===== src/rtl/db_sao_band_search.sv =====
// ---------------------------------------------------------------------------
// db_sao_band_search
//
// Finds the cheapest run of four consecutive SAO bands for one CTB. The 32
// band costs stream in one per accepted cycle. A running sum over the last
// four costs gives every 4-band window cost. The lowest-cost window and its
// start band are kept.
//
// Ports
//   clk           : sole clock, rising edge
//   rst           : asynchronous, active-high reset
//   start_i       : one-cycle pulse that opens a new search (taken in IDLE only)
//   cost_valid_i  : qualifies cost_i; one band cost accepted per asserted cycle
//   cost_i        : signed RD cost of one band, bands in order 0..31
//   busy_o        : high while costs are being accumulated
//   done_o        : one-cycle pulse, results valid from this cycle on
//   b_cost_o      : signed minimum 4-band window cost (DIS_WIDTH+5 bits)
//   b_band_o      : start band (0..28) of the minimum window
// ---------------------------------------------------------------------------
module db_sao_band_search #(
  parameter int DIS_WIDTH = 25
) (
  input  logic                        clk,
  input  logic                        rst,
  input  logic                        start_i,
  input  logic                        cost_valid_i,
  input  logic signed [DIS_WIDTH+2:0] cost_i,
  output logic                        busy_o,
  output logic                        done_o,
  output logic signed [DIS_WIDTH+4:0] b_cost_o,
  output logic        [4:0]           b_band_o
);

  localparam int CW = DIS_WIDTH + 3;
  localparam int SW = DIS_WIDTH + 5;

  typedef enum logic [1:0] {
    IDLE,
    ACC,
    DONE
  } state_t;

  state_t               state;
  logic [4:0]           band_cnt;
  logic signed [CW-1:0] win [4];
  logic signed [SW-1:0] sum;

  logic signed [SW-1:0] cost_ext;
  logic signed [SW-1:0] oldest_ext;
  logic signed [SW-1:0] sum_next;
  logic [4:0]           win_band;

  // win[3] is the oldest entry, so it leaves the sum when the new cost enters.
  // The sum of four full-range costs fits in SW bits. Any wrap in the
  // intermediate value cancels out, so saturation is not needed.
  always_comb begin
    cost_ext   = {{(SW-CW){cost_i[CW-1]}}, cost_i};
    oldest_ext = {{(SW-CW){win[3][CW-1]}}, win[3]};
    sum_next   = sum + cost_ext - oldest_ext;
    win_band   = band_cnt - 5'd3;
  end

  // Control, window and result registers in one block.
  // The window is cleared on start, so the first three partial sums come out
  // right without special cases. The window that ends at the band being
  // accepted starts at band_cnt-3.
  always_ff @(posedge clk or posedge rst) begin
    if (rst) begin
      state    <= IDLE;
      band_cnt <= '0;
      win[0]   <= '0;
      win[1]   <= '0;
      win[2]   <= '0;
      win[3]   <= '0;
      sum      <= '0;
      busy_o   <= 1'b0;
      done_o   <= 1'b0;
      b_cost_o <= '0;
      b_band_o <= '0;
    end else begin
      case (state)
        IDLE: begin
          done_o <= 1'b0;
          if (start_i) begin
            state    <= ACC;
            busy_o   <= 1'b1;
            band_cnt <= '0;
            win[0]   <= '0;
            win[1]   <= '0;
            win[2]   <= '0;
            win[3]   <= '0;
            sum      <= '0;
          end
        end

        ACC: begin
          if (cost_valid_i) begin
            win[0]   <= cost_i;
            win[1]   <= win[0];
            win[2]   <= win[1];
            win[3]   <= win[2];
            sum      <= sum_next;
            band_cnt <= band_cnt + 5'd1;

            // Window 0 always loads. Later windows need a strictly lower
            // cost, so on a tie the lower start band is kept.
            if (band_cnt == 5'd3) begin
              b_cost_o <= sum_next;
              b_band_o <= win_band;
            end else if ((band_cnt > 5'd3) && (sum_next < b_cost_o)) begin
              b_cost_o <= sum_next;
              b_band_o <= win_band;
            end

            if (band_cnt == 5'd31) begin
              state  <= DONE;
              busy_o <= 1'b0;
              done_o <= 1'b1;
            end
          end
        end

        DONE: begin
          done_o <= 1'b0;
          state  <= IDLE;
        end

        default: begin
          state  <= IDLE;
          busy_o <= 1'b0;
          done_o <= 1'b0;
        end
      endcase
    end
  end

endmodule


===== config.mk =====
export PLATFORM = sky130hd
export DESIGN_NAME = db_sao_band_search
export DESIGN_NICKNAME = d
export VERILOG_FILES = /design/src/rtl/db_sao_band_search.sv
export SDC_FILE = /design/constraint.sdc
export NUM_CORES = 1
export LEC_CHECK = 0
export CAP_MARGIN = 20
export CORE_ASPECT_RATIO = 1.1
export CORE_MARGIN = 5
export CORE_UTILIZATION = 60
export DETAILED_ROUTE_END_ITERATION = 7
export GPL_ROUTABILITY_DRIVEN = 0
export PLACE_DENSITY = 0.81
export REMOVE_ABC_BUFFERS = 1
export SLEW_MARGIN = 10
export SYNTH_ARGS = -nofsm -noshare
export SYNTH_HDL_FRONTEND = slang
export SYNTH_SLANG_ARGS = --single-unit

===== constraint.sdc =====
create_clock -name clk -period 14 [get_ports clk]
set_clock_uncertainty 0.1 [all_clocks]
set_input_delay 2.8 -clock clk [delete_from_list [all_inputs] [get_ports clk]]
set_output_delay 2.8 -clock clk [all_outputs]
set_load 0.01 [all_outputs]

Word-level counts from Yosys, hierarchy flattened
Cells that the tools add are included.

Add/subtract/negate cells: 4. $lt $le $gt $ge: 2. Equality and inequality tests: 7. Muxes and demuxes: 24. Bitwise operators: 1. Reductions and logical operators: 9.

Operators with widths (count): 112-bit two-way mux (2); 112-bit case mux with 2 select lines (1); 30-bit two-way mux (4); 30-bit case mux with 2 select lines (1); 30-bit by 28-bit adder with 30-bit output (1); 30-bit < comparator (1); 30-bit by 28-bit subtractor with 30-bit output (1); 5-bit two-way mux (4); 5-bit case mux with 2 select lines (1); 3-bit AND reduction (3); 1-bit two-way mux (6); 2-bit two-way mux (3); 2-bit != test (second input constant) (3); 5-bit by 1-bit adder with 5-bit output (second input constant) (1); 5-bit by 2-bit equality test with 1-bit output (second input constant) (1); 5-bit equality test (second input constant) (1); 5-bit by 2-bit > comparator with 1-bit output (second input constant) (1); 5-bit by 2-bit subtractor with 5-bit output (second input constant) (1); 2-bit case mux with 2 select lines (1); 4-bit AND reduction (1); 2-bit nonzero test (2); 1-bit case mux with 3 select lines (1); 2-bit by 1-bit equality test with 1-bit output (second input constant) (1); 2-bit equality test (second input constant) (1); 4 further kinds (4).

Bits in registers: 186. Input port bits: 32. Output and inout port bits: 37. Word-level logic and storage cells: 58.

Longest topological paths before layout
Word-level depth: 6. Depth in mapped cells: 24. Depth with buffers taken out: 22.

Worst setup path after synthesis
No wires, ideal clock.

Path type: in2reg. Start: input port cost_i[2]. End: register b_band_o[4]. Setup time: 0.125 ns. Arrival: 7.097 ns. Required time: 13.775 ns. Slack: 6.678 ns. Stages: 22. Buffers on the path: 2. Cell sequence: inv_1 fa_1 inv_1 ha_1 nor2b_1 o31a_1 o31a_1 nor3_4 o21bai_2 a311o_1 xor2_1 ha_1 a21o_1 a21o_1 a21oi_1 nor2_1 a211oi_1 a31o_2 o211a_1 buf_4 buf_6 mux2_2.

Longest elaborated chain between the ends: 6.

Ends and longest elaborated chain: start, declared (line 27) `input logic signed [DIS_WIDTH+2:0] cost_i,`; 30-bit by 28-bit adder with 30-bit output (line 59) `sum_next = sum + cost_ext - oldest_ext;`; 30-bit by 28-bit subtractor with 30-bit output (line 59); net sum_next[22] (line 50) `logic signed [SW-1:0] sum_next;`; 30-bit < comparator (line 110) `end else if ((band_cnt > 5'd3) && (sum_next < b_cost_o)) begin`; 1-bit logical AND (line 110); 2-bit nonzero test (no line); 3-bit AND reduction (no line); end signal, assigned (line 109) `b_band_o <= win_band;`; end signal, assigned (line 112) `b_band_o <= win_band;`; end, declared (line 31) `output logic [4:0] b_band_o`.

The timed path passes the listed nets, and every way through them passes these cells. A chain may end at the register's enable or synchronous reset.

Worst setup path in the final report
Start: input port cost_i[1]. End: register b_cost_o[13].

Longest elaborated chain between the ends: 6. Elaborated cells on any way between the ends: 8. Classes of those cells: add/sub: 2; order compare: 1; mux: 2; reduce/logical: 3.

Ends and longest elaborated chain: 30-bit by 28-bit adder with 30-bit output (line 59); 30-bit by 28-bit subtractor with 30-bit output (line 59); net sum_next[23] (line 50); 30-bit < comparator (line 110); 1-bit logical AND (line 110); 2-bit nonzero test (no line); 3-bit AND reduction (no line); end signal, assigned (line 108) `b_cost_o <= sum_next;`; end signal, assigned (line 111) `b_cost_o <= sum_next;`; end, declared (line 30) `output logic signed [DIS_WIDTH+4:0] b_cost_o,`.

The timed path passes the listed nets, and every way through them passes these cells. The select of a mux whose other input is x is not followed.

==> results.sh <==
export IMPL_finalSetupViolations=0
export IMPL_cts_resized_gates=0
export IMPL_synth_compound_gate_area_share=0.1988
export IMPL_worst_setup_path_start_kind="input port"
export IMPL_grt_ovfl_total=0
export IMPL_cts_max_level=4
export IMPL_grt_max_degree=114
export IMPL_r2r_start="sum[6]"
export IMPL_cap_violations=0
export IMPL_clk_pin_slew_ps=60
export IMPL_synth_flop_cell="dfrtp_1"
export IMPL_dieArea_sq_um=19590
export IMPL_wl_met1_um=9563
export IMPL_core_area_sq_um=16490
export IMPL_hold_violations=0
export IMPL_antenna_found_initial=0
export IMPL_period_share=0.5882
export IMPL_critPathKind="input port to flop"
export IMPL_r2r_end="b_cost_o[13]"
export IMPL_row_count=49
export IMPL_synth_top_area_share=0.4593
export IMPL_synth_xor_area_share=0.02593
export IMPL_topRoutingLayerUsed="met4"
export IMPL_netlist_instances=945
export IMPL_cts_made_buffers=17
export IMPL_ys_top_cells_by_area="dfrtp_1, a22o_1, ha_1, fa_1, inv_1"
export IMPL_hpwlAfterDp_um=14240
export IMPL_required_ps=14210
export IMPL_arrival_ps=8440
export IMPL_rsz0062_at_grt="no"
export IMPL_crit_family="compound AO/OA/AOI/OAI gates"
export IMPL_cts_setup_buffers=0
export IMPL_async_flop_share=1.000
export IMPL_place_area_sq_um=10930
export IMPL_yosysTopAreaCell="dfrtp_1"
export IMPL_synth_avg_cell_area_sq_um=10.72
export IMPL_ys_ff_latch=186
export IMPL_hp_class="flop to flop"
export IMPL_layout_drive_gt1_share=0.07570
export IMPL_cts_tree="built"
export IMPL_synthSimpleGateAreaFrac=0.06606
export IMPL_num_vias=7151
export IMPL_crit_chain="clkdlybuf4s50_1, inv_1, fa_1, inv_1, ha_1, a211oi_1, o21ai_1, a21oi_2, o21ai_2, a31oi_1, o21ai_0, xor2_1, ha_1, a21o_1, a21o_1, a21oi_1, nor2_1, a211oi_1, a31o_2, o211a_1, buf_4, mux2_2"
export IMPL_reg2reg_depth=21
export IMPL_num_fill_cells=1178
export IMPL_grt_pass1_wl_um=35820
export IMPL_grt_pass1_vias=7332
export IMPL_initial_core_util=0.6144
export IMPL_ant_nets=0
export IMPL_root_buffer="clkbuf_16"
export IMPL_cp_num_buf_inv=4
export IMPL_routed_wl_um=21050
export IMPL_timing_final_max_slew_violations=0
export IMPL_worstHoldStart="sum[1]"
export IMPL_slew_limit_headroom=0.2750
export IMPL_drt_first_pass_iters=4
export IMPL_synth_fa_ha_area_frac=0.1338
export IMPL_clk_insertion_delay_late_ps=430
export IMPL_r2r_slack_ps=8290
export IMPL_syn_area_sq_um=10130
export IMPL_status="complete, no violations"
export IMPL_max_freq_ghz=0.1214
export IMPL_drtIter0Drc=352
export IMPL_synth_top_family_by_area="compound AO/OA/AOI/OAI gates"
export IMPL_tns_ps=0
export IMPL_clk_path_buf_depth=2
export IMPL_die_y_um=146.3
export IMPL_slowest_delay_ps=610
export IMPL_period_needed_ps=8235
export IMPL_synthMuxAreaShare=0.03963
export IMPL_ys_types=60
export IMPL_cts_sinks=186
export IMPL_synth_top_cells_by_count="dfrtp_1, inv_1, a22o_1"
export IMPL_hold_end="sum[1]"
export IMPL_routed_via_density=5.920
export IMPL_num_io_pins=69
export IMPL_ctsHoldBuffers=0
export IMPL_post_route_drc_count=0
export IMPL_yosys_warnings=0
export IMPL_die_width_um=133.9
export IMPL_fin_area_sq_um=11530
export IMPL_synth_edf_count=0
export IMPL_io_buffers=68
export IMPL_min_delay_path_depth=2
export IMPL_diodes=0
export IMPL_area_growth_pct=13.77
export IMPL_wl_met2_um=9987
export IMPL_worstPathMaxFanout=29
export IMPL_yosysSeqAreaShare=0.4593
export IMPL_grt_usage=0.2258
export IMPL_wl_met3_um=1007
export IMPL_tightest_slew_ps=1088
export IMPL_finalNetCount=1116
export IMPL_crit_slowest_cell="fa_1"
export IMPL_wire_per_inst_um=17.43
export IMPL_synth_most_common_cell="dfrtp_1"
export IMPL_cp_end_kind="flop"
## worst max-delay path by stage
stage | start | end | slack [ps] | cells after the start
finish | cost_i[1] | b_cost_o[13] | 5760 | 22
global placement | cost_i[2] | b_cost_o[13] | 5540 | 21
detailed placement | cost_i[6] | b_cost_o[13] | 5420 | 22
CTS | cost_i[6] | b_cost_o[5] | 5820 | 22
global route | cost_i[6] | b_cost_o[2] | 5490 | 22
floorplan | cost_valid_i | band_cnt[1] | 4240 | 3
## cell families after synthesis
kind of cell,after synthesis
adders and majority gates,91
muxes,36
xor gates and xnor gates,30
and+or+nand+nor,133
buffers and inverters,199
AOI/OAI and AO/OA,270
DFF,186
## cell type report
class	count	area [sq um]	area share
inverter	154	583.1	0.05058
multi-input combinational	560	4715	0.4089
tap	204	255.2	0.02214
sequential	186	4654	0.4037
timing repair buffer	74	745.7	0.06468
clock buffer	22	454.2	0.03940
clock inverter	8	121.4	0.01053
## layer usage
layer,vias to the layer above,global-route usage
met2,190,0.3557
met1,3543,0.3098
li1,3378,-
met4,0,0.08796
met5,-,0
met3,40,0.04646
## sequential cells by signal (all words and copies together), names as in the netlist
register    cells
b_band_o        5
b_cost_o       30
band_cnt        5
busy_o          1
done_o          1
oldest_ext     28
state           2
sum            30
win            84
## tightest hold or removal path, cell delays in order (launching register included)
cell and delay (ps):
dfrtp_1 340, nand2_1 50, o31ai_1 60
## placed cells by master (no fill, tap or decap), drive strengths merged, types with 6 or more instances in the layout
cell type,Yosys,routed
a21o,25,25
a21oi,32,32
a22o,112,112
a31oi,9,9
and3,8,8
buf,5,6
clkbuf,40,22
clkdlybuf4s50,0,68
dfrtp,186,186
fa,29,29
ha,62,62
inv,154,154
mux2,33,33
nand2,51,51
nand3,9,9
nand4,9,9
nor2,19,19
nor3,13,13
o21a,6,6
o21ai,49,49
o21bai,7,7
xnor2,18,18
xor2,12,12
## metrics by stage
stage,hold WS [ps],utilization,cells,setup WS [ps]
global route,413.9,0.6990,1208,5485
global placement,361.0,0.6625,1177,5537
finish,382.6,0.6990,1208,5765
detailed placement,368.7,0.6625,1177,5417
CTS,382.5,0.6974,1207,5823
floorplan,348.5,-,900,4239
Power is left out: the tool's default activity adds up to more than one toggle a clock period on the data nets, which glitch-free logic cannot reach.
